--- config.mk ---
export PLATFORM = sky130hd
export DESIGN_NAME = mem_port_arbiter
export DESIGN_NICKNAME = d
export VERILOG_FILES = /design/src/rtl/mem_port_arbiter_pkg.sv /design/src/rtl/mem_port_arbiter.sv
export SDC_FILE = /design/constraint.sdc
export NUM_CORES = 1
export LEC_CHECK = 0
export ABC_AREA = 0
export CORE_MARGIN = 5
export CORE_UTILIZATION = 29
export CTS_CLUSTER_DIAMETER = 200
export DETAILED_ROUTE_END_ITERATION = 10
export SYNTH_ARGS = -nofsm -noshare
export SYNTH_HDL_FRONTEND = slang
export SYNTH_SLANG_ARGS = --single-unit
--- constraint.sdc ---
create_clock -name clock -period 5.3 [get_ports clock]
set_input_delay 1.06 -clock clock [delete_from_list [all_inputs] [get_ports clock]]
set_output_delay 1.06 -clock clock [all_outputs]
set_load 0.02 [all_outputs]
--- src/rtl/mem_port_arbiter_pkg.sv ---
// mem_port_arbiter_pkg
//   Shared definitions for the memory port arbiter:
//   - MEM_ADDR_SIZE / WORD_SIZE_BIT: system address and data word widths.
//   - arb_state_e: arbiter FSM state encoding.
package mem_port_arbiter_pkg;

  localparam int MEM_ADDR_SIZE = 32;
  localparam int WORD_SIZE_BIT = 32;

  typedef enum logic [2:0] {
    ARB_IDLE     = 3'd0,
    ARB_RD_ISSUE = 3'd1,
    ARB_RD_WAIT  = 3'd2,
    ARB_WR_ISSUE = 3'd3,
    ARB_WR_WAIT  = 3'd4
  } arb_state_e;

endpackage

--- src/rtl/mem_port_arbiter.sv ---
// mem_port_arbiter
//   Shares the single-ported data memory between cache read-miss fills and
//   write-buffer drains. One memory transaction at a time; completion goes
//   back to the requester that owns it. A read never passes a pending
//   buffered write to the same address.
//
//   Optional feature: define MEM_ARB_AGING_EN to add write aging. A saturating
//   counter of read grants taken while a write waits forces a write once it
//   reaches STARVE_LIMIT. Without it, reads always win unless the write buffer
//   is full or the addresses conflict.
//
// Ports
//   clock, reset                  clock, async active-low reset
//   rd_req/rd_addr                read-miss request (held until rd_done)
//   rd_gnt/rd_done/rd_data        read accepted pulse, completion pulse, data
//   wr_req/wr_addr/wr_data        write-buffer head (held until wr_done)
//   wr_full                       write buffer full
//   wr_gnt/wr_done                write accepted pulse, completion pulse (pop)
//   mem_read/mem_write            1-cycle memory start pulses
//   mem_addr/mem_wdata            held from issue through mem_done
//   mem_rdata/mem_done            memory completion and read data
//
// state        | meaning
// -------------+------------------------------------------------------
// ARB_IDLE     | choose the next transaction (one cycle between each)
// ARB_RD_ISSUE | rd_gnt + mem_read pulse
// ARB_RD_WAIT  | wait for mem_done, then pulse rd_done
// ARB_WR_ISSUE | wr_gnt + mem_write pulse
// ARB_WR_WAIT  | wait for mem_done, then pulse wr_done
module mem_port_arbiter
  import mem_port_arbiter_pkg::*;
#(
  parameter int ADDR_W       = MEM_ADDR_SIZE,
  parameter int DATA_W       = WORD_SIZE_BIT,
  parameter int STARVE_LIMIT = 4
) (
  input  logic              clock,
  input  logic              reset,
  input  logic              rd_req,
  input  logic [ADDR_W-1:0] rd_addr,
  output logic              rd_gnt,
  output logic [DATA_W-1:0] rd_data,
  output logic              rd_done,
  input  logic              wr_req,
  input  logic [ADDR_W-1:0] wr_addr,
  input  logic [DATA_W-1:0] wr_data,
  input  logic              wr_full,
  output logic              wr_gnt,
  output logic              wr_done,
  output logic              mem_read,
  output logic              mem_write,
  output logic [ADDR_W-1:0] mem_addr,
  output logic [DATA_W-1:0] mem_wdata,
  input  logic [DATA_W-1:0] mem_rdata,
  input  logic              mem_done
);

  arb_state_e state, next_state;
  logic       aging_force;

  // Grants and memory strobes come straight from state so an async reset
  // clears them in the same instant.
  assign rd_gnt    = (state == ARB_RD_ISSUE);
  assign mem_read  = (state == ARB_RD_ISSUE);
  assign wr_gnt    = (state == ARB_WR_ISSUE);
  assign mem_write = (state == ARB_WR_ISSUE);

`ifdef MEM_ARB_AGING_EN
  localparam int CNT_W = $clog2(STARVE_LIMIT + 1);
  logic [CNT_W-1:0] starve_cnt;

  always_ff @(posedge clock or negedge reset) begin
    if (!reset) begin
      starve_cnt <= '0;
    end else if (wr_gnt) begin
      starve_cnt <= '0;
    end else if (rd_gnt && wr_req && (starve_cnt != CNT_W'(STARVE_LIMIT))) begin
      starve_cnt <= starve_cnt + 1'b1;
    end
  end

  assign aging_force = wr_req && (starve_cnt == CNT_W'(STARVE_LIMIT));
`else
  assign aging_force = 1'b0;
`endif

  always_ff @(posedge clock or negedge reset) begin
    if (!reset) begin
      state <= ARB_IDLE;
    end else begin
      state <= next_state;
    end
  end

  // Selection priority in IDLE: full buffer, RAW conflict, aging, read, write.
  always_comb begin
    next_state = state;
    case (state)
      ARB_IDLE: begin
        if (wr_req && wr_full)                         next_state = ARB_WR_ISSUE;
        else if (rd_req && wr_req && rd_addr == wr_addr) next_state = ARB_WR_ISSUE;
        else if (aging_force)                          next_state = ARB_WR_ISSUE;
        else if (rd_req)                               next_state = ARB_RD_ISSUE;
        else if (wr_req)                               next_state = ARB_WR_ISSUE;
      end
      ARB_RD_ISSUE: next_state = ARB_RD_WAIT;
      ARB_WR_ISSUE: next_state = ARB_WR_WAIT;
      ARB_RD_WAIT:  if (mem_done) next_state = ARB_IDLE;
      ARB_WR_WAIT:  if (mem_done) next_state = ARB_IDLE;
      default:      next_state = ARB_IDLE;
    endcase
  end

  // Address/data are captured on the IDLE decision edge so they are already
  // valid in the ISSUE cycle alongside the strobe.
  always_ff @(posedge clock or negedge reset) begin
    if (!reset) begin
      mem_addr  <= '0;
      mem_wdata <= '0;
    end else if (state == ARB_IDLE && next_state == ARB_RD_ISSUE) begin
      mem_addr  <= rd_addr;
    end else if (state == ARB_IDLE && next_state == ARB_WR_ISSUE) begin
      mem_addr  <= wr_addr;
      mem_wdata <= wr_data;
    end
  end

  always_ff @(posedge clock or negedge reset) begin
    if (!reset) begin
      rd_done <= 1'b0;
      wr_done <= 1'b0;
      rd_data <= '0;
    end else begin
      rd_done <= (state == ARB_RD_WAIT) && mem_done;
      wr_done <= (state == ARB_WR_WAIT) && mem_done;
      if ((state == ARB_RD_WAIT) && mem_done) begin
        rd_data <= mem_rdata;
      end
    end
  end

  starve_limit_valid: assert property (@(posedge clock) STARVE_LIMIT > 0);

  rd_req_held: assert property (@(posedge clock) disable iff (!reset)
    (state inside {ARB_RD_ISSUE, ARB_RD_WAIT}) |-> rd_req);

  wr_req_held: assert property (@(posedge clock) disable iff (!reset)
    (state inside {ARB_WR_ISSUE, ARB_WR_WAIT}) |-> wr_req);

  mem_done_in_wait: assert property (@(posedge clock) disable iff (!reset)
    mem_done |-> (state inside {ARB_RD_WAIT, ARB_WR_WAIT}));

endmodule

==> results.cfg <==
[outcome]
status = complete, no violations

[floorplan]
start_util_pct = 29.7
fp.dieW_um = 133
coreArea_mm2 = 0.0146
die_h_um = 133
die-area_mm2 = 0.0176
io_pins = 236
std_cell_rows = 44

[logic_synthesis]
synth_simple_gate_area_share_pct = 7.87
synth.distinct_cells = 26
synth_area_mm2 = 0.00436
seq_area_frac_synth_pct = 58.0
synth_top_family_by_area = multiplexers
postSynthAreaPerCell_um2 = 13.9
synthAdderAreaFrac_pct = 0
synth_compound_area_share_pct = 8.70
syn_nets = 448
synth_top_area_cell = dfrtp_1
synthMuxAreaShare_pct = 16.5
synth_xor_area_share_pct = 6.43
synth.area.top_cells = dfrtp_1 58%, mux2_2 9.3%, a221o_1 7.4%
ys_ff_latch = 101
yosys_warnings = 0
syn-instance-count = 314
synth_top_area_share_pct = 58.0

[place]
routabilityCongestion = 0.755
hpwlAfterDp_um = 10400
io_buffers = 235
dp_slack_ns = 1.22

[worst_setup_path]
regToRegSetupSlack_ns = 2.95
critPathKind = input port to register
reg2regPathDepth = 5
crit_fanout = 38
required_ns = 5.52
end_kind = register
cp_data_arrival_time_ns = 3.92
cp-start-kind = input port
r2r-end = mem_addr[17]
r2r_start = state[1]

[layout]
diodes = 0
final_common_cell = clkdlybuf4s50_1
drive_gt1_share_pct = 10.7
nets = 680
final_cell_mix = 234 x clkdlybuf4s50_1, 101 x dfrtp_1, 36 x mux2_2
area_growth_pct = 64.4

[worst_hold_path]
min_from = mem_wdata[8]
min_to = mem_wdata[8]
worstHoldPathType = register to register
min_delay_path_depth = 1

[global_routing]
grt_max_degree = 62
grt_usage_pct = 16.0
grt_pass1_vias = 3907
grt_overflow_total = 0
antenna_found_initial = 0
grt_pass1_wl_um = 22200

[sta]
finClkSkew_ns = 0.00578
fin_tns_setup_ns = 0
worst_slew_pin_slew_ns = 0.835
rsz0062_at_grt = no
finalMaxSlewViolations = 0
max_freq_ghz = 0.270
slew_headroom_pct = 44.3
hold_viol = 0
min_period_over_period_pct = 69.9
finalCriticalPeriod_ns = 3.70
setup_viol = 0
setup_ws_ns = 1.60

[clock_tree]
cts_sinks = 101
root_buffer = clkbuf_16
ctsHoldBuffers = 0
h-tree-depth = 3
cts_tree = yes
cts_setup_buffers = 0
cts_made_buffers = 9
clockBufferDepth = 2
clk_latency_ns = 0.34
cts_resized = 0
clkSlewWorstSetupHoldPaths_ns = 0.06

[route]
drtIter0Drc = 122
drc = 0
vias = 3488
dr.pass1.iters = 4
ant_nets = 0
drt_wl_total_um = 14000
viasPerCell = 4.76
wire_per_inst_um = 19.1

[power]
power.density_mw_per_mm2 = 600
power_leakage_uw = 0.00290
vdd_drop_max_uv = 317

[flow_run]
maxCapViolCount = 0
Yosys cell counts:
master / n
o21a_1: 1
a31oi_1: 1
nand2b_1: 1
nand4b_1: 1
xor2_1: 20
mux2_2: 36
o21bai_1: 1
nor3_1: 3
nor4_1: 6
inv_1: 2
dfrtp_1: 101
nand3_1: 1
clkbuf_1: 12
mux2_1: 28
a221o_1: 32
a2111oi_4: 1
xnor2_1: 12
a21oi_1: 2
buf_2: 3
buf_4: 5
nand4_1: 3
nor3b_1: 1
nand2_1: 2
nor2b_1: 33
and3_1: 3
nor2_1: 3
how the worst max path moves through the flow:
stage                            from       endpoint  depth (start not counted)  slack (ns)
after global placement    rd_addr[21]   mem_wdata[1]                          8        1.25
after CTS                 rd_addr[21]  mem_wdata[15]                          8        1.58
after floorplan           rd_addr[25]  mem_wdata[10]                          7        2.20
after detailed placement  rd_addr[21]   mem_wdata[1]                          8        1.22
final                     rd_addr[21]  mem_wdata[25]                          8        1.60
after global routing      rd_addr[21]   mem_wdata[2]                          8        1.46
stage by stage:
stage               util, %  std cells  instance area, µm²  hold slack [ns]  power, µW
finish                 48.9        733                7160            0.483       4300
global route           48.9        733                7160            0.499       4560
CTS                    48.9        733                7160            0.489       4380
detailed placement     47.1        719                6890            0.475       3730
global placement       47.1        719                6890            0.468       3690
floorplan                 -        314                4360            0.609       2590
layer usage:
| metal | vias up | part of all wire (%) | GRT usage (%) |
|---|---|---|---|
| li1 | 1596 | - | - |
| met1 | 1721 | 41 | 19.3 |
| met2 | 155 | 48 | 26.1 |
| met3 | 16 | 9.2 | 6.95 |
| met4 | 0 | 1.8 | 4.91 |
| met5 | - | 0 | 0 |
layout make-up:
class,instances,area [µm²]
clock inverter,2,10.0
fill,1298,7480
inverter,2,7.51
clock buffer,12,256
timing repair buffer,241,2390
sequential,101,2530
tap,184,230
multi-input combinational,191,1730
state kept, by name, indices dropped and copies added, names as in the netlist:
name       cells
mem_addr      32
mem_wdata     32
rd_data       32
rd_done        1
state          3
wr_done        1
critical path, stage by stage:
cell and delay, ns:
clkdlybuf4s50_1 0.44, xor2_1 0.17, nor4_1 0.45, nand4_1 0.12, nand4b_1 0.34, a2111oi_4 0.46, buf_4 0.49, mux2_1 0.38
power by group:
part           switching [µW]  leakage, µW  total, µW  internal, µW
Combinational            1100      0.00155       2310          1200
Sequential                217      0.00121       1380          1170
Clock                     272     0.000134        610           338
Total                    1590      0.00290       4300          2710
logic make-up (layout without fill, tap and decap cells):
group | Yosys count | in the layout
muxes | 64 | 64
DFF | 101 | 101
buffers and inverters | 22 | 257
xor gates and xnor gates | 32 | 32
and+or+nand+nor | 57 | 57
AOI/OAI and AO/OA | 38 | 38
Note: power is estimated with default switching activity, not from simulation.
